`config.mk`:
```
export PLATFORM = sky130hd
export DESIGN_NAME = ste_dma_audio
export DESIGN_NICKNAME = d
export VERILOG_FILES = /design/src/rtl/ste_audio_pkg.sv /design/src/rtl/audio_fifo.sv /design/src/rtl/ste_dma_audio.sv
export SDC_FILE = /design/constraint.sdc
export NUM_CORES = 1
export LEC_CHECK = 0
export ABC_AREA = 1
export CAP_MARGIN = 10
export CORE_ASPECT_RATIO = 0.5
export CORE_UTILIZATION = 30
export CTS_CLUSTER_SIZE = 12
export DETAILED_ROUTE_END_ITERATION = 7
export PLACE_DENSITY = 0.58
export SETUP_SLACK_MARGIN = 0.2
export SKIP_CTS_REPAIR_TIMING = 1
export SLEW_MARGIN = 20
export SYNTH_ARGS = -nofsm -noshare
export SYNTH_HDL_FRONTEND = slang
export SYNTH_SLANG_ARGS = --single-unit
```
`constraint.sdc`:
```
create_clock -name clk32 -period 2.85 [get_ports clk32]
set_input_delay 0.57 -clock clk32 [delete_from_list [all_inputs] [get_ports clk32]]
set_output_delay 0.57 -clock clk32 [all_outputs]
set_load 0.01 [all_outputs]
```
`src/rtl/ste_audio_pkg.sv`:
```
// Shared constants and types for the STE DMA sound block.
// Rate codes, mode register layout and sample formatting.
package ste_audio_pkg;

  localparam logic [1:0] RATE_50K  = 2'd3;
  localparam logic [1:0] RATE_25K  = 2'd2;
  localparam logic [1:0] RATE_12K5 = 2'd1;
  localparam logic [1:0] RATE_6K25 = 2'd0;

  localparam int MODE_RATE_LO = 0;
  localparam int MODE_RATE_HI = 1;
  localparam int MODE_MONO    = 2;
  localparam int MODE_FMT16   = 3;

  localparam logic [15:0] MIDSCALE = 16'h8000;

  typedef struct packed {
    logic       fmt16;
    logic       mono;
    logic [1:0] rate;
  } mode_t;

  function automatic mode_t to_mode(input logic [3:0] din);
    mode_t m;
    m.fmt16 = din[MODE_FMT16];
    m.mono  = din[MODE_MONO];
    m.rate  = din[MODE_RATE_HI:MODE_RATE_LO];
    return m;
  endfunction

  // Signed 8-bit PCM to left-justified offset binary.
  function automatic logic [15:0] fmt8(input logic [7:0] s);
    return {s ^ 8'h80, 8'h00};
  endfunction

endpackage

```
`src/rtl/audio_fifo.sv`:
```
// Sample word FIFO with one-bit-wider pointers so all 2^ADDR_BITS slots are usable.
// Pops 0..2 words per cycle; flush wins over any write.
module audio_fifo #(
  parameter int ADDR_BITS = 3
) (
  input  logic                 clk_i,
  input  logic                 rst_i,
  input  logic                 wr_i,
  input  logic [15:0]          wdata_i,
  input  logic [1:0]           pop_i,
  input  logic                 flush_i,
  output logic [15:0]          rdata0_o,
  output logic [15:0]          rdata1_o,
  output logic [ADDR_BITS:0]   level_o,
  output logic                 dropped_o
);

  localparam int DEPTH = 1 << ADDR_BITS;

  logic [15:0]          mem_q [DEPTH];
  logic [ADDR_BITS:0]   wptr_q, wptr_d;
  logic [ADDR_BITS:0]   rptr_q, rptr_d;
  logic [ADDR_BITS-1:0] ridx0, ridx1;
  logic                 full;
  logic                 do_wr;

  assign ridx0 = rptr_q[ADDR_BITS-1:0];
  assign ridx1 = ridx0 + ADDR_BITS'(1);

  assign full = (wptr_q[ADDR_BITS] != rptr_q[ADDR_BITS]) &&
                (wptr_q[ADDR_BITS-1:0] == ridx0);

  assign do_wr     = wr_i & ~full & ~flush_i;
  assign dropped_o = wr_i & full & ~flush_i;

  assign level_o  = wptr_q - rptr_q;
  assign rdata0_o = mem_q[ridx0];
  assign rdata1_o = mem_q[ridx1];

  always_comb begin
    wptr_d = wptr_q;
    rptr_d = rptr_q + (ADDR_BITS+1)'(pop_i);
    if (do_wr) wptr_d = wptr_q + (ADDR_BITS+1)'(1);
    if (flush_i) begin
      wptr_d = '0;
      rptr_d = '0;
    end
  end

  always_ff @(posedge clk_i or posedge rst_i) begin
    if (rst_i) begin
      wptr_q <= '0;
      rptr_q <= '0;
    end else begin
      wptr_q <= wptr_d;
      rptr_q <= rptr_d;
    end
  end

  always_ff @(posedge clk_i) begin
    if (do_wr) mem_q[wptr_q[ADDR_BITS-1:0]] <= wdata_i;
  end

endmodule

```
`src/rtl/ste_dma_audio.sv`:
```
// STE-style DMA sound playback: DMA word FIFO, rate divider and
// 8/16-bit mono/stereo unpacking to offset-binary left/right samples.
module ste_dma_audio
  import ste_audio_pkg::*;
#(
  parameter int FIFO_ADDR_BITS = 3,
  parameter int BASE_DIV       = 640
) (
  input  logic                      clk32,
  input  logic                      rst,
  input  logic                      mode_wr,
  input  logic [3:0]                mode_din,
  input  logic                      enable,
  input  logic                      flush,
  input  logic                      SLOAD_N,
  input  logic [15:0]               MDIN,
  output logic                      SREQ,
  output logic [15:0]               audio_left,
  output logic [15:0]               audio_right,
  output logic [FIFO_ADDR_BITS:0]   level,
  output logic                      underrun,
  output logic                      overflow
);

  localparam int DEPTH = 1 << FIFO_ADDR_BITS;
  localparam int CW    = $clog2(BASE_DIV);
  localparam logic [FIFO_ADDR_BITS:0] SREQ_MAX = (FIFO_ADDR_BITS+1)'(DEPTH - 2);
  localparam logic [FIFO_ADDR_BITS:0] TWO      = (FIFO_ADDR_BITS+1)'(2);

  mode_t       mode_q, mode_d;
  logic        sload_q;
  logic [CW-1:0] base_q, base_d;
  logic [2:0]  rate_q, rate_d;
  logic        phase_q, phase_d;
  logic [15:0] left_q, left_d;
  logic [15:0] right_q, right_d;
  logic        ur_q, ur_d;
  logic        ov_q;

  logic        load, tick, rate_hit, act, have;
  logic        st8, mo8, st16, mo16;
  logic [1:0]  pop;
  logic [15:0] rd0, rd1;
  logic [7:0]  mbyte;
  logic        dropped;

  assign load = sload_q & ~SLOAD_N;

  audio_fifo #(
    .ADDR_BITS (FIFO_ADDR_BITS)
  ) u_fifo (
    .clk_i     (clk32),
    .rst_i     (rst),
    .wr_i      (load),
    .wdata_i   (MDIN),
    .pop_i     (pop),
    .flush_i   (flush),
    .rdata0_o  (rd0),
    .rdata1_o  (rd1),
    .level_o   (level),
    .dropped_o (dropped)
  );

  assign tick   = base_q == CW'(BASE_DIV - 1);
  assign base_d = tick ? '0 : base_q + CW'(1);
  assign rate_d = rate_q + {2'b00, tick};

  // Rate code selects how many base ticks elapse between samples.
  always_comb begin
    case (mode_q.rate)
      RATE_50K:  rate_hit = 1'b1;
      RATE_25K:  rate_hit = ~rate_q[0];
      RATE_12K5: rate_hit = rate_q[1:0] == 2'b00;
      default:   rate_hit = rate_q == 3'd0;
    endcase
  end

  assign st8  = ~mode_q.fmt16 & ~mode_q.mono;
  assign mo8  = ~mode_q.fmt16 &  mode_q.mono;
  assign st16 =  mode_q.fmt16 & ~mode_q.mono;
  assign mo16 =  mode_q.fmt16 &  mode_q.mono;

  assign act   = tick & rate_hit & enable & ~flush;
  assign have  = st16 ? (level >= TWO) : (level != '0);
  assign mbyte = phase_q ? rd0[7:0] : rd0[15:8];

  always_comb begin
    left_d  = left_q;
    right_d = right_q;
    phase_d = phase_q;
    pop     = 2'd0;
    ur_d    = 1'b0;
    if (act) begin
      if (!have) begin
        ur_d = 1'b1;
      end else begin
        unique case (1'b1)
          st8: begin
            left_d  = fmt8(rd0[15:8]);
            right_d = fmt8(rd0[7:0]);
            pop     = 2'd1;
          end
          mo8: begin
            left_d  = fmt8(mbyte);
            right_d = fmt8(mbyte);
            pop     = {1'b0, phase_q};
            phase_d = ~phase_q;
          end
          st16: begin
            left_d  = rd0 ^ MIDSCALE;
            right_d = rd1 ^ MIDSCALE;
            pop     = 2'd2;
          end
          mo16: begin
            left_d  = rd0 ^ MIDSCALE;
            right_d = rd0 ^ MIDSCALE;
            pop     = 2'd1;
          end
          default: ;
        endcase
      end
    end
    if (mode_wr || flush) phase_d = 1'b0;
  end

  assign mode_d = mode_wr ? to_mode(mode_din) : mode_q;

  always_ff @(posedge clk32 or posedge rst) begin
    if (rst) begin
      mode_q  <= '0;
      sload_q <= 1'b1;
      base_q  <= '0;
      rate_q  <= '0;
      phase_q <= 1'b0;
      left_q  <= MIDSCALE;
      right_q <= MIDSCALE;
      ur_q    <= 1'b0;
      ov_q    <= 1'b0;
    end else begin
      mode_q  <= mode_d;
      sload_q <= SLOAD_N;
      base_q  <= base_d;
      rate_q  <= rate_d;
      phase_q <= phase_d;
      left_q  <= left_d;
      right_q <= right_d;
      ur_q    <= ur_d;
      ov_q    <= dropped;
    end
  end

  assign SREQ        = level <= SREQ_MAX;
  assign audio_left  = left_q;
  assign audio_right = right_q;
  assign underrun    = ur_q;
  assign overflow    = ov_q;

endmodule

```
Word level (Yosys, flattened, before mapping)

Memories as Yosys holds them, arrays and structs flattened.
Index checks and enable logic that the tools add are counted.
W data, S select, Z words.

Multiplexer cells: 20
Reduce and logical (&&, ||, !) cells: 16
Add/subtract/negate cells: 6
Bitwise gates (word level): 23
Order comparisons: 2
Eq/ne operators: 6

Operators by type and width:

| kind                    | count |
|---|---|
| $pmux W16 S4            | 1 |
| $pmux W16 S3            | 1 |
| $and A1 B1 Y1           | 12 |
| $mux W4                 | 3 |
| $not A1 Y1              | 11 |
| $add A10 B1 Y10 const B | 1 |
| $eq A10 B10 Y1 const B  | 1 |
| $mux W10                | 1 |
| $mux W1                 | 9 |
| $reduce_and A3 Y1       | 3 |
| $mux W8                 | 1 |
| $reduce_bool A2 Y1      | 4 |
| $reduce_bool A4 Y1      | 2 |
| $pmux W2 S3             | 1 |
| $add A4 B1 Y4 const B   | 1 |
| $add A4 B2 Y4           | 1 |
| $eq A2 B2 Y1 const B    | 2 |
| $ge A4 B2 Y1 const B    | 1 |
| $le A4 B3 Y1 const B    | 1 |
| $mux W2                 | 2 |
| $reduce_or A2 Y1        | 2 |
| $sub A4 B4 Y4           | 1 |
| $add A3 B1 Y3           | 1 |
| $add A3 B1 Y3 const B   | 1 |
| 9 further kinds         | 9 |

Logic and storage cells: 87
Memories: 1
Output and inout port bits: 39
Flip-flop bits (word level): 61
Memory bits (writable): 128

Memory list:

| memory       | depth | bits a word | rd ports | clocked after memory_dff | write ports | line             | source |
|---|---|---|---|---|---|---|---|
| u_fifo.mem_q | 8     | 16          | 2        | 0                        | 1           | audio_fifo.sv:20 | `logic [15:0] mem_q [DEPTH];` |

Longest topological paths before layout

Gate-level depths: netlist (run 1).

Depth in word-level cells: 8
Gate-level depth with buffers: 16

Hierarchy

From an unflattened synthesis (run 1), not the netlist that was laid out.

Cells, all modules: 1245
Area, all modules: 10264.8 um2

Modules (own cells, without submodules):

| module        | seq. area each (um2) | times used | cells each | area each (um2) |
|---|---|---|---|---|
| audio_fifo    | 4043.9               | 1          | 842        | 7195.7 |
| ste_dma_audio | 1330.0               | 1          | 403        | 3069.2 |

Least setup slack after synthesis (run 1)

Ideal clock, no wire load.

Kind: flip-flop to flip-flop
From: reg u_fifo.rptr_q[1]
To: reg u_fifo.rptr_q[2]
Arrival time: 2.931 ns
Cell stages (with the launch flop): 15
Setup time: 0.128 ns
Buffers on the path: 3
Clock period less this slack: 3.060 ns
Required time: 2.722 ns
Setup slack: -0.210 ns
Path through: dfrtp_1 -> buf_2 -> inv_1 -> buf_2 -> fa_1 -> o21bai_1 -> nor2_1 -> nand3_2 -> nand3_4 -> buf_2 -> a21oi_1 -> ha_1 -> fa_1 -> xnor2_1 -> nor2_1

Longest elaborated chain between the ends: 7
Elaborated cells between the ends (all ways): 8

RTL lines:

| what                                                      | line                | source |
|---|---|---|
| from (decl)                                               | audio_fifo.sv:22    | `logic [ADDR_BITS:0] rptr_q, rptr_d;` |
| from (signal assigned)                                    | audio_fifo.sv:56    | `rptr_q <= rptr_d;` |
| $sub A4 B4 Y4 (*)                                         | audio_fifo.sv:36    | `assign level_o = wptr_q - rptr_q;` |
| named net level[1]                                        | ste_dma_audio.sv:20 | `output logic [FIFO_ADDR_BITS:0] level,` |
| $ge A4 B2 Y1 / $reduce_bool A4 Y1 (equally long branches) | ste_dma_audio.sv:84 | `assign have = st16 ? (level >= TWO) : (level != '0);` |
| $mux W1 (*)                                               | ste_dma_audio.sv:84 |  |
| $mux W2 (*)                                               | ste_dma_audio.sv:94 | `if (!have) begin` |
| $mux W2 (*)                                               | ste_dma_audio.sv:93 | `if (act) begin` |
| $add A4 B2 Y4 (*)                                         | audio_fifo.sv:42    | `rptr_d = rptr_q + (ADDR_BITS+1)'(pop_i);` |
| $mux W4 (*)                                               | audio_fifo.sv:44    | `if (flush_i) begin` |
| named net u_fifo.rptr_d[2]                                | audio_fifo.sv:22    |  |

The timed path passes the listed nets; every way through them passes the cells marked *.
A chain may end at the register's enable or synchronous reset.

Worst setup path after layout (run 1)

From: reg u_fifo.rptr_q[0]
To: reg u_fifo.rptr_q[1]

Longest elaborated chain between the ends: 7
Elaborated cells between the ends (all ways): 8

RTL lines:

| what                                                      | line |
|---|---|
| $sub A4 B4 Y4                                             | audio_fifo.sv:36 |
| $ge A4 B2 Y1 / $reduce_bool A4 Y1 (equally long branches) | ste_dma_audio.sv:84 |
| $mux W1                                                   | ste_dma_audio.sv:84 |
| $mux W2                                                   | ste_dma_audio.sv:94 |
| $mux W2                                                   | ste_dma_audio.sv:93 |
| $add A4 B2 Y4 (*)                                         | audio_fifo.sv:42 |
| $mux W4 (*)                                               | audio_fifo.sv:44 |
| named net u_fifo.rptr_d[1]                                | audio_fifo.sv:22 |

Marks and branches as above.

==> results of run 1 <==
-- per-layer routing --
metal / routed length [µm] / vias to the layer above
met4: 481 / 0
met3: 1765 / 34
met2: 13080 / 266
met1: 12680 / 3900
li1: - / 3992
met5: 0 / -
-- state kept, by name (all words and copies together), names as in the netlist --
signal	count
u_fifo.mem_q	128
audio_left	16
audio_right	16
base_q	10
mode_q	4
u_fifo.rptr_q	4
u_fifo.wptr_q	4
rate_q	3
overflow	1
phase_q	1
sload_q	1
underrun	1
-- cells by family after synthesis --
kind of cell / count (synthesis) / synth area share, %
flops: 189 / 54.21
fa+ha+maj: 16 / 2.171
xor+xnor: 8 / 0.8583
simple gates: 643 / 27.73
buf+inv: 209 / 8.570
compound gates: 127 / 6.462
-- area by class of cell --
class / instances / area, µm²
clock buffer: 19 / 432.9
clock inverter: 13 / 153.9
fill: 3221 / 20200
inverter: 151 / 570.5
multi-input combinational: 794 / 3767
sequential: 189 / 5380
tap: 432 / 540.5
timing repair buffer: 108 / 1072
-- cells in the final DEF, fill, tap and decap left out, types with 2 or more instances in the layout --
| cell type | Yosys | routed |
|---|---|---|
| sky130_fd_sc_hd__nand2_1 | 351 | 351 |
| sky130_fd_sc_hd__nand3_1 | 169 | 169 |
| sky130_fd_sc_hd__inv_1 | 148 | 142 |
| sky130_fd_sc_hd__edfxtp_1 | 128 | 128 |
| sky130_fd_sc_hd__nor2_1 | 102 | 93 |
| sky130_fd_sc_hd__o21ai_0 | 69 | 69 |
| sky130_fd_sc_hd__clkdlybuf4s50_1 | 0 | 60 |
| sky130_fd_sc_hd__dfrtp_1 | 58 | 55 |
| sky130_fd_sc_hd__a21oi_1 | 51 | 49 |
| sky130_fd_sc_hd__buf_4 | 2 | 36 |
| sky130_fd_sc_hd__clkbuf_16 | 0 | 17 |
| sky130_fd_sc_hd__ha_1 | 14 | 11 |
| sky130_fd_sc_hd__nor2_2 | 0 | 9 |
| sky130_fd_sc_hd__and2_1 | 7 | 7 |
| sky130_fd_sc_hd__buf_12 | 0 | 7 |
| sky130_fd_sc_hd__inv_2 | 1 | 6 |
| sky130_fd_sc_hd__inv_6 | 0 | 6 |
| sky130_fd_sc_hd__o21ai_1 | 4 | 4 |
| sky130_fd_sc_hd__dlymetal6s2s_1 | 0 | 4 |
| sky130_fd_sc_hd__xor2_1 | 4 | 3 |
| sky130_fd_sc_hd__nor3_1 | 3 | 3 |
| sky130_fd_sc_hd__dfstp_2 | 3 | 3 |
| sky130_fd_sc_hd__clkinv_2 | 0 | 2 |
| sky130_fd_sc_hd__xor2_2 | 1 | 2 |
| sky130_fd_sc_hd__xnor2_2 | 1 | 2 |
| sky130_fd_sc_hd__a21oi_2 | 0 | 2 |
| sky130_fd_sc_hd__nor2_4 | 2 | 2 |
| sky130_fd_sc_hd__nand3_4 | 2 | 2 |
| sky130_fd_sc_hd__a31oi_1 | 2 | 2 |
| sky130_fd_sc_hd__nor4_1 | 2 | 2 |
| sky130_fd_sc_hd__fa_2 | 0 | 2 |
| sky130_fd_sc_hd__ha_4 | 0 | 2 |
| sky130_fd_sc_hd__clkbuf_1 | 16 | 2 |
| sky130_fd_sc_hd__clkinv_4 | 0 | 2 |
| sky130_fd_sc_hd__bufinv_16 | 0 | 2 |
| sky130_fd_sc_hd__dfrtp_2 | 0 | 2 |
-- power by group through the flow --
stage | clock network, µW | registers (µW) | logic [µW]
6_report | 2410 | 2960 | 331
5_1_grt | 2550 | 2960 | 370
4_1_cts | 2450 | 2960 | 325
3_5_place_dp | 0 | 3020 | 323
3_3_place_gp | 0 | 3020 | 318
2_1_floorplan | 0 | 3020 | 167
-- worst min path at each step --
stage / to / depth (start not counted) / start
after floorplan: base_q[0]$_DFF_PP0_ / 1 / base_q[0]$_DFF_PP0_
after global placement: base_q[0]$_DFF_PP0_ / 1 / base_q[0]$_DFF_PP0_
after detailed placement: base_q[0]$_DFF_PP0_ / 1 / base_q[0]$_DFF_PP0_
after CTS: mode_q[0]$_DFFE_PP0P_ / 2 / rst
after global routing: base_q[4]$_DFF_PP0_ / 2 / rst
final: mode_q[0]$_DFFE_PP0P_ / 2 / rst
-- through the flow --
stage	hold WS, ns	std cells	util [%]	TNS, ns
after global placement	0.4448	1669	35.00	0
after floorplan	0.4325	1192	-	0
after global routing	0.4576	1706	37.11	0
final	0.4275	1706	37.11	0
after CTS	0.4343	1701	36.82	-0.3234
after detailed placement	0.4564	1669	35.00	0
-- synth_stat cells, drive strengths merged --
| library cell | count | area [µm²] |
|---|---|---|
| dfrtp | 58 | 1451 |
| dfstp | 3 | 78.83 |
| nor3 | 4 | 31.28 |
| nand3 | 172 | 890.8 |
| xor2 | 5 | 51.30 |
| buf | 42 | 222.7 |
| edfxtp | 128 | 3844 |
| nor4 | 2 | 12.51 |
| clkinv | 2 | 7.510 |
| clkbuf | 16 | 60.06 |
| o21bai | 1 | 7.510 |
| a31oi | 2 | 12.51 |
| fa | 2 | 40.04 |
| nand2 | 351 | 1318 |
| nor2 | 105 | 425.4 |
| nand4 | 2 | 27.53 |
| ha | 14 | 175.2 |
| and2 | 7 | 43.79 |
| inv | 149 | 559.3 |
| xnor2 | 3 | 33.79 |
| a21oi | 51 | 255.2 |
| o21ai | 73 | 365.3 |
-- critical path, delay by kind of cell, from the launching register on --
kind                       cells  cell delay [ns]
and+or+nand+nor                4             0.51
adders and majority gates      4             1.33
buffers and inverters          2             0.09
DFF                            1             0.50
AOI/OAI and AO/OA              2             0.20
==> run summary, run 1 <==
- result of the run: finished, final reports clean
- maximum capacitance violations: 0
- number of search-and-repair iterations in the first detailed-routing pass: 5
- endpoint class of the critical path: flop
- nets in the synthesized netlist: 1234
- reg2reg end: u_fifo.rptr_q[1]$_DFF_PP0_
- Horiz. Die Dim: 259.1 µm
- clock latency on the worst-skew pair: 0.45 ns
- Top-Level Pins: 65
- Total Power: 5703 µW
- Antenna Cells: 0
- hold crit path type: in2async
- via-per-instance ratio: 4.802
- crit-path max FO: 4
- RePlAce Congestion: 0.8953
- cell with the largest stage delay on the worst path: sky130_fd_sc_hd__fa_2
- Floorplan Core Area: 32120 µm²
- TritonCTS Sinks: 189
- reported leakage power: 0.005201 µW
- Setup-failing EPs final: 0
- post-layout minimum cycle time: 2.702 ns
- clock slew at the register clock pins of the worst setup and hold paths: 0.07 ns
- area of the die: 33820 µm²
- unrepaired setup endpoints after global routing: yes
- area delta synth->final: 20.22%
- areal power density over the cells: 478.5 nW/µm²
- fraction of the cycle the final worst path needs: 94.80%
- worst setup margin: 0.1483 ns
- number of synthesized register bits: 189
- Buffers on Ports: 64
- GRT Max-Usage Layer: met2
- arrival time at the worst endpoint: 3.08 ns
- library cells used by synthesis: 35
- initial antenna violation count: 0
- portion of the post-synthesis area used by sequential elements: 54.21%
- Final #Nets: 1303
- DIE HEIGHT: 130.5 µm
- Pins Over Slew Limit: 0
- overall fraction of global-route tracks in use: 17.03%
- pin count of the biggest net entering global routing: 158
- vias after detailed routing: 8192
- worst-path cell chain: ha_4 -> inv_2 -> fa_2 -> o21bai_1 -> nor2_1 -> nand3_2 -> nand3_4 -> a21oi_2 -> ha_2 -> fa_2 -> inv_2 -> nor2_2
- headroom to the max-slew limit: 55.68%
- path type of the worst setup path: reg2reg
- cell-internal power: 4388 µW
- post-place instance area: 11240 µm²
- count of nets left with antenna violations after detail routing: 0
- depth of the most critical reg-to-reg path: 12
- Worst setup endpoint: u_fifo.rptr_q[1]$_DFF_PP0_
- first-pass GRT wire length: 43380 µm
- cell area after layout: 11920 µm²
- detailed-route DRC error count: 0
- CTS tree: done
- number of H-tree branching levels: 4
- slew at the pin closest to its max-slew limit: 0.6648 ns
- worst-case clock buffer depth: 2
- required arrival time at the worst endpoint: 3.23 ns
- maximum ir drop on the vdd rail: 0.0004251 V
- met3 Resource Use GR: 3.993%
- Post-Synthesis Cells: 1192
- global-route met1 utilization: 22.33%
- slack of the worst reg-to-reg path: 0.15 ns
- average routed wire per standard cell: 16.42 µm
- Detailed Route Iter0 Violations: 715
- part of the total power dissipated in combinational logic: 5.8%
- share of cells above drive strength 1: 9.105%
- maximum clock rate: 0.3701 GHz
- maximum clock skew at final layout: 0.01180 ns
- CTS Root Cell: sky130_fd_sc_hd__clkbuf_16
- delay contributed by the slowest stage of the critical path: 0.53 ns
- Clk pwr share: 42.2%
- Post-Route WL: 28010 µm
- TritonCTS buffer count: 17
- Critical Path Source Type: flop
- # rows: 46
- start of the worst register-to-register path: u_fifo.rptr_q[0]$_DFF_PP0_
- power share of the sequential group: 52.0%
- grt met2 use: 28.22%
- Setup WS pre-CTS: 0.07916 ns
- Detail Placement HPWL: 19010 µm
- vias in the first global route: 7800
- remaining global-route overflow: 0
- Mapped Area: 9913 µm²
- count of warnings emitted by yosys: 0
- final hold violation count: 0
- power dissipated by switching net loads: 1314 µW
- Avg Synthesized Cell Area: 8.316 µm²
- Switching Share: 23.05%
- initial cell density of the core: 30.87%
- critical path launch point: u_fifo.rptr_q[0]$_DFF_PP0_
(Power assumes the default switching activity.)
==> run 2: changes to the inputs <==
- PLACE_DENSITY: 0.58 -> 0.56
- clock period: 2.85 -> 3.3 ns (I/O delays scaled with it)
==> run 2 against run 1 <==
Clock skew increased by 0.0036 ns. Die area unchanged. Worst setup slack better by 0.11 ns. Count of clock-buffer cells in the layout fell by 1. Register-to-register slack gained 0.27 ns. First-iteration DRC count up 20%. Critical path type is now reg2out. Largest power group unchanged. Highest routed layer unchanged.
==> run summary, run 2 (synthesis results as in run 1) <==
- Floorplan Core Area: 32120 µm²
- Final #Nets: 1298
- post-layout minimum cycle time: 3.045 ns
- first-pass GRT wire length: 43720 µm
- number of search-and-repair iterations in the first detailed-routing pass: 5
- power dissipated by switching net loads: 1204 µW
- worst-path cell chain: clkinv_1 -> ha_1 -> a21oi_1 -> nand3_1 -> nand2_1 -> clkdlybuf4s50_1
- number of flip-flops under the largest register name: 128
- final hold violation count: 0
- worst-case clock buffer depth: 2
- overall fraction of global-route tracks in use: 17.11%
- CTS Root Cell: sky130_fd_sc_hd__clkbuf_16
- clock latency on the worst-skew pair: 0.46 ns
- count of nets left with antenna violations after detail routing: 0
- result of the run: finished, final reports clean
- hold path start: base_q[0]$_DFF_PP0_
- most common cell after layout, fill and taps aside: sky130_fd_sc_hd__nand2_1
- detailed-route DRC error count: 0
- crit-path max FO: 4
- average routed wire per standard cell: 16.82 µm
- reported leakage power: 0.005127 µW
- Horiz. Die Dim: 259.1 µm
- maximum ir drop on the vdd rail: 0.0002653 V
- via-per-instance ratio: 4.878
- TritonCTS buffer count: 17
- Total Power: 4917 µW
- headroom to the max-slew limit: 48.47%
- fraction of the cycle the final worst path needs: 92.28%
- required arrival time at the worst endpoint: 2.64 ns
- remaining global-route overflow: 0
- cell area after layout: 11710 µm²
- vias after detailed routing: 8297
- part of the total power dissipated in combinational logic: 5.6%
- Setup-failing EPs final: 0
- Detailed Route Iter0 Violations: 856
- slew at the pin closest to its max-slew limit: 0.7701 ns
- endpoint class of the critical path: output port
- Filler cells: 3244
- kind of cell adding the most delay to the critical path: buffers and inverters
- number of H-tree branching levels: 4
- RePlAce Congestion: 0.8699
- DIE HEIGHT: 130.5 µm
- area delta synth->final: 18.11%
- Post-Route WL: 28610 µm
- Antenna Cells: 0
- post-place instance area: 11120 µm²
- arrival time at the worst endpoint: 2.39 ns
- sum of buffers and inverters on the critical path: 2
- pin count of the biggest net entering global routing: 90
- worst setup margin: 0.2546 ns
- maximum clock skew at final layout: 0.01544 ns
- unrepaired setup endpoints after global routing: yes
- most used cells in the layout excluding fill and tap cells: sky130_fd_sc_hd__nand2_1, sky130_fd_sc_hd__nand3_1, sky130_fd_sc_hd__inv_1
- maximum capacitance violations: 0
- Switching Share: 24.48%
- path type of the worst setup path: reg2out
- total negative slack for setup checks: 0 ns
- TritonCTS Sinks: 189
- clock slew at the register clock pins of the worst setup and hold paths: 0.07 ns
- Top-Level Pins: 65
- Pins Over Slew Limit: 0
- CTS tree: done
- multi-input gate area in the final layout: 3697 µm²
- # rows: 46
- register area: 5378 µm²
- start of the worst register-to-register path: u_fifo.rptr_q[0]$_DFF_PP0_
- share of cells above drive strength 1: 6.935%
- area of the die: 33820 µm²
- areal power density over the cells: 419.9 nW/µm²
- Detail Placement HPWL: 19290 µm
- initial cell density of the core: 30.87%
- Critical Path Source Type: flop
- hold crit path type: reg2reg
- Buffers on Ports: 64
- delay contributed by the slowest stage of the critical path: 0.56 ns
- critical path launch point: u_fifo.rptr_q[2]$_DFF_PP0_
- cell-internal power: 3713 µW
- maximum clock rate: 0.3284 GHz
- power share of the sequential group: 52.0%
- cell with the largest stage delay on the worst path: sky130_fd_sc_hd__clkdlybuf4s50_1
- Setup WS pre-CTS: 0.4428 ns
- initial antenna violation count: 0
- Clk pwr share: 42.4%
- vias in the first global route: 7895
-- run 2: cell count changes in the layout (fill, tap and decap cells not counted), sizes merged --
cell	change
clkbuf	-1
bufinv	-1
buf	-5
inv	+2
clkdlybuf4s50	+2
dlymetal6s2s	-2
-- run 2: layout make-up --
type / count / area share [%]
inverter: 151 / 4.841
tap: 432 / 4.616
clock inverter: 14 / 1.250
sequential: 189 / 45.93
clock buffer: 18 / 3.665
timing repair buffer: 103 / 8.121
multi-input combinational: 794 / 31.58
-- run 2: final timing paths --
kind | slack, ns | to | depth (start not counted)
max reg2reg | 0.42 | u_fifo.rptr_q[2]$_DFF_PP0_ | 12
max | 0.25 | level[3] | 6
min in group asynchronous | 0.54 | u_fifo.rptr_q[0]$_DFF_PP0_ | 2
min reg2reg | 0.46 | base_q[0]$_DFF_PP0_ | 1
min | 0.46 | base_q[0]$_DFF_PP0_ | 1
max in group asynchronous | 2.11 | sload_q$_DFF_PP1_ | 3
-- run 2: power groups by stage --
stage | sequential (µW) | combinational (µW) | clock (µW)
finish | 2560 | 274 | 2080
global route | 2560 | 301 | 2200
CTS | 2560 | 275 | 2110
detailed placement | 2610 | 274 | 0
global placement | 2610 | 272 | 0
floorplan | 2610 | 143 | 0
-- run 2: routing by layer --
| metal | vias up | GRT usage [%] | share of wire (%) |
|---|---|---|---|
| met2 | 276 | 28.30 | 48 |
| met3 | 31 | 3.376 | 5.9 |
| li1 | 3979 | - | - |
| met1 | 4011 | 22.38 | 45 |
| met4 | 0 | 6.439 | 1.7 |
| met5 | - | 0 | 0 |
-- run 2: per-stage QoR --
| stage | hold slack (ns) | instances | util [%] |
|---|---|---|---|
| after CTS | 0.4685 | 1701 | 36.42 |
| final | 0.4630 | 1701 | 36.46 |
| after detailed placement | 0.4588 | 1669 | 34.63 |
| after floorplan | 0.4325 | 1192 | - |
| after global placement | 0.4487 | 1669 | 34.63 |
| after global routing | 0.4936 | 1701 | 36.46 |
==> variant 1: new RTL, config.mk and constraints of run 2 <==
Register the inputs `mode_wr`, `mode_din`, `enable`, `flush`, `SLOAD_N` and `MDIN` before use, without a reset. The logic sees them one clock later. Comments in the files are not updated.
--- a/src/rtl/ste_dma_audio.sv
+++ b/src/rtl/ste_dma_audio.sv
@@ -28,4 +28,20 @@
   localparam logic [FIFO_ADDR_BITS:0] TWO      = (FIFO_ADDR_BITS+1)'(2);
 
+  logic mode_wr_q;
+  logic [3:0] mode_din_q;
+  logic enable_q;
+  logic flush_q;
+  logic SLOAD_N_q;
+  logic [15:0] MDIN_q;
+
+  always_ff @(posedge clk32) begin
+    mode_wr_q  <= mode_wr;
+    mode_din_q <= mode_din;
+    enable_q   <= enable;
+    flush_q    <= flush;
+    SLOAD_N_q  <= SLOAD_N;
+    MDIN_q     <= MDIN;
+  end
+
   mode_t       mode_q, mode_d;
   logic        sload_q;
@@ -45,5 +61,5 @@
   logic        dropped;
 
-  assign load = sload_q & ~SLOAD_N;
+  assign load = sload_q & ~SLOAD_N_q;
 
   audio_fifo #(
@@ -53,7 +69,7 @@
     .rst_i     (rst),
     .wr_i      (load),
-    .wdata_i   (MDIN),
+    .wdata_i   (MDIN_q),
     .pop_i     (pop),
-    .flush_i   (flush),
+    .flush_i   (flush_q),
     .rdata0_o  (rd0),
     .rdata1_o  (rd1),
@@ -81,5 +97,5 @@
   assign mo16 =  mode_q.fmt16 &  mode_q.mono;
 
-  assign act   = tick & rate_hit & enable & ~flush;
+  assign act   = tick & rate_hit & enable_q & ~flush_q;
   assign have  = st16 ? (level >= TWO) : (level != '0);
   assign mbyte = phase_q ? rd0[7:0] : rd0[15:8];
@@ -121,8 +137,8 @@
       end
     end
-    if (mode_wr || flush) phase_d = 1'b0;
+    if (mode_wr_q || flush_q) phase_d = 1'b0;
   end
 
-  assign mode_d = mode_wr ? to_mode(mode_din) : mode_q;
+  assign mode_d = mode_wr_q ? to_mode(mode_din_q) : mode_q;
 
   always_ff @(posedge clk32 or posedge rst) begin
@@ -139,5 +155,5 @@
     end else begin
       mode_q  <= mode_d;
-      sload_q <= SLOAD_N;
+      sload_q <= SLOAD_N_q;
       base_q  <= base_d;
       rate_q  <= rate_d;
Formal check against the unedited RTL: not equivalent (a bounded check fails within 4 cycles, from zero or initial values and one cycle with rst high).
==> variant 1 against run 2 <==
Power grew 12%. Sequential cell count grew 24. Global-route usage is essentially flat. Design area grew 5.4%. Wire length grew 5.5%. Synthesized cell count grew 1.3%. Area after synthesis grew 5.0%. Setup slack gained 0.077 ns. Critical path type unchanged.
==> variant 1: results (changes against run 2) <==
run_status:
  status: "finished, final reports clean"
global_route:
  grt_max_degree: 147  # +63%
  grtUsageTotal: 0.172  # +0.000459
  met2_usage: 0.269  # -0.0142
  grt_pass1_wl_um: 46300  # +5.8%
  use_met1: 0.236  # +0.0121
  grt_pass1_vias: 8079  # +2.3%
  grt_antenna_before_repair: 0  # unchanged
sta:
  clock_skew_ns: 0.0106  # -0.00482 ns
  hold_ws_ns: 0.329  # -0.134 ns
  slew_headroom: 0.270  # -0.215
pwr:
  ir_worst_vdd_v: 0.000255  # -4.0%
  p_leak_nw: 5.35  # +4.4%
  p_seq_frac: 0.525  # +0.005
  p_sw_frac: 0.226  # -0.0193
synth:
  yosysSeqAreaShare: 0.562  # +0.0204
  synth_compound_area_frac: 0.0679  # +0.00329
  synth_cell_types: 41  # +17%
  synth_fa_ha_area_frac: 0.0207  # -0.00103
  synth.avg_cell_area_um2: 8.62  # +3.7%
  synth-async-reset-ratio: 0.286  # -0.0364
  synthXorXnorAreaFrac: 0.00902  # +0.000433
  synth_area_leaders: "edfxtp_1 (37%), dfrtp_1 (14%), nand2_1 (12%)"
  syn-num-nets: 1249  # +1.2%
  synthTopCellsByCount: "nand2_1 (337), nand3_1 (158), inv_1 (144), edfxtp_1 (128), nor2_1 (99)"
clock_tree:
  cts_htree_levels: 1  # -3
  cts_max_path_buffers: 3  # +1
  cts_buffers: 23  # +6
place:
  dp_hpwl_um: 20200  # +4.8%
  postPlaceCellArea_um2: 11600  # +4.6%
  gp_congestion: 0.878  # +0.90%
route:
  dr_wl_met2_um: 13300  # -3.0%
  routed_wl_um: 30200  # +5.5%
  drt_iter0_drc: 824  # -3.7%
  avgRoutedWirePerCell_um: 17.2  # +2.1%
  wl_met1_um: 13600  # +6.3%
  dr_wl_met3_um: 2420  # +44%
  dr.pass1.iters: 6  # +1
critical_path:
  critPathMaxStageDelay_ns: 0.54  # -0.02 ns
  arrival_ns: 2.31  # -0.08 ns
  r2r_end: "audio_right[14]"
hold_path:
  min-delay-start: "SLOAD_N_q"
  holdPathStages: 0  # -1
cells_and_area:
  nets: 1318  # +1.5%
  drive_gt1_frac: 0.0750  # +0.00567
  nFillCells: 3372  # +3.9%
-- variant 1: changes by cell type in the layout (fill, tap and decap cells not counted), moves of 4 or more --
| cell | before | now |
|---|---|---|
| clkbuf_1 | 1 | 13 |
| clkbuf_16 | 17 | 23 |
| dfxtp_1 | 0 | 24 |
| inv_1 | 146 | 142 |
| inv_6 | 6 | 1 |
| nand2_1 | 351 | 337 |
| nand3_1 | 169 | 158 |
| nor2_2 | 0 | 4 |
| nor3_2 | 0 | 5 |
| o21ai_0 | 69 | 83 |
-- variant 1: final cells by class --
class                   count  area share
flip-flops and latches    213       0.475
multi-input cells         790       0.303
repair buffers            101      0.0760
clock buffers              37      0.0517
well taps                 465      0.0471
inverters                 147      0.0447
clock inverters             5     0.00274
-- variant 1: stage by stage --
step                      power [mW]  utilization  worst slack, ns
after floorplan                 3.07            -           0.0998
after global placement          3.19        0.347            0.416
after detailed placement        3.19        0.347            0.375
after CTS                       5.57        0.367          -0.0618
after global routing            5.71        0.368            0.194
final                           5.51        0.368            0.332
==> variant 2: new RTL, flow settings as in run 2 <==
Made on the original files. `FIFO_ADDR_BITS`: 3 -> 4.
--- a/src/rtl/ste_dma_audio.sv
+++ b/src/rtl/ste_dma_audio.sv
@@ -4,5 +4,5 @@
   import ste_audio_pkg::*;
 #(
-  parameter int FIFO_ADDR_BITS = 3,
+  parameter int FIFO_ADDR_BITS = 4,
   parameter int BASE_DIV       = 640
 ) (
Interface: changed (resized level); port bits go from 65 to 66. The function was not compared with the original's and may differ.
==> variant 2 against run 2 <==
Fmax down 3.0%. First-iteration DRC count is 61% higher. Wire length rose by 87%. Setup slack got worse by 0.094 ns. Design area rose by 68%. Power rose by 69%. Count of clock-buffer cells in the layout is 30 higher. Hold slack got worse by 0.0097 ns. Area after synthesis up 70%. Utilization down 0.96 points. Sequential cell count is 130 higher.
==> variant 2: results (changes against run 2) <==
run_status:
  status: "finished, final reports clean"
critical_path:
  reg2regPathDepth: 10  # -2
  arrival_ns: 2.48  # +0.09 ns
  r2r_slack_ns: 0.44  # +0.02 ns
synth:
  syn-cell-area_um2: 16900  # +70%
  synth_area_leaders: "edfxtp_1 (46%), nand2_1 (13%), nand3_1 (8.9%)"
  synthTopCellsByCount: "nand2_1 (606), nand3_1 (301), edfxtp_1 (256), inv_1 (241), o21ai_0 (105)"
  syn-instance-count: 1971  # +65%
  yosysSeqAreaShare: 0.549  # +0.00718
place:
  dp_hpwl_um: 34000  # +76%
  gp_congestion: 0.902  # +3.6%
  pre_cts_slack_ns: 0.213  # -0.229 ns
  io_buffers: 65  # +1.6%
global_route:
  grtUsageTotal: 0.186  # +0.0150
  grt_max_degree: 216  # +140%
  grt_pass1_vias: 13203  # +67%
sta:
  worstMarginPinSlew_ns: 0.966  # +0.195 ns
  clock_skew_ns: 0.0178  # +0.00238 ns
  fin_crit_sh: 0.951  # +0.0285
cells_and_area:
  largest_reg_flops: 256  # +100%
  nFillCells: 5713  # +76%
  nets: 2083  # +60%
  drive_gt1_frac: 0.0850  # +0.0156
route:
  dr.pass1.iters: 7  # +2
  drt_iter0_drc: 1376  # +61%
  routed_wl_um: 53400  # +87%
clock_tree:
  cts_buffers: 35  # +18
  cts_htree_levels: 2  # -2
variant 2: layout make-up:
cell class / instances / area [µm²] / share of cell area
flip-flops and latches: 319 / 9270 / 0.470
multi-input cells: 1290 / 6180 / 0.313
repair buffers: 145 / 1370 / 0.0693
well taps: 756 / 946 / 0.0480
clock buffers: 48 / 945 / 0.0479
inverters: 246 / 926 / 0.0469
clock inverters: 12 / 90.1 / 0.00457
variant 2: stage by stage:
stage | total power [mW] | hold WS, ns | instance area (µm²)
after CTS | 8.39 | 0.453 | 19700
after detailed placement | 4.76 | 0.445 | 18600
after global placement | 4.75 | 0.445 | 18600
final | 8.32 | 0.453 | 19700
after global routing | 8.59 | 0.470 | 19700
after floorplan | 4.59 | 0.425 | 16900
variant 2: worst paths after layout:
kind                             startpoint        endpoint
max                        u_fifo.wptr_q[2]        level[3]
min                               base_q[0]       base_q[0]
max reg2reg                u_fifo.rptr_q[0]  audio_right[2]
min reg2reg                       base_q[0]       base_q[0]
max in group asynchronous               rst  audio_left[15]
min in group asynchronous               rst  audio_right[3]
variant 2: power breakdown:
group / leakage [nW] / internal [mW] / switching (mW) / total (mW)
registers: 3.14 / 4.37 / 0.00782 / 4.38
logic: 4.56 / 0.0886 / 0.214 / 0.302
clock network: 0.503 / 2.02 / 1.62 / 3.64
total: 8.21 / 6.48 / 1.84 / 8.32
variant 2: layer usage:
metal	track usage	vias up	share of wire	wire [µm]
met2	0.292	534	0.44	23500
met3	0.0297	86	0.081	4350
met4	0.0470	2	0.023	1220
met1	0.267	6706	0.45	24300
met5	0	-	0.00024	13
li1	-	6655	-	-
variant 2: logic make-up (layout without fill, tap and decap cells):
group / after synthesis / count (layout) / share of synthesized area
XOR/XNOR: 12 / 12 / 0.00845
adder cells (fa/ha/maj): 20 / 20 / 0.0157
AND/OR/NAND/NOR: 1011 / 1011 / 0.253
flip-flops: 319 / 319 / 0.549
buffers and inverters: 362 / 451 / 0.0913
AO/OA/AOI/OAI: 247 / 247 / 0.0828
variant 2: critical path, cell delays in order, from the launching register on:
cell and delay (ns):
dfrtp_1 0.44, ha_1 0.38, a21oi_1 0.17, nand2_1 0.10, xnor2_2 0.17, inv_1 0.11, clkdlybuf4s50_1 0.59
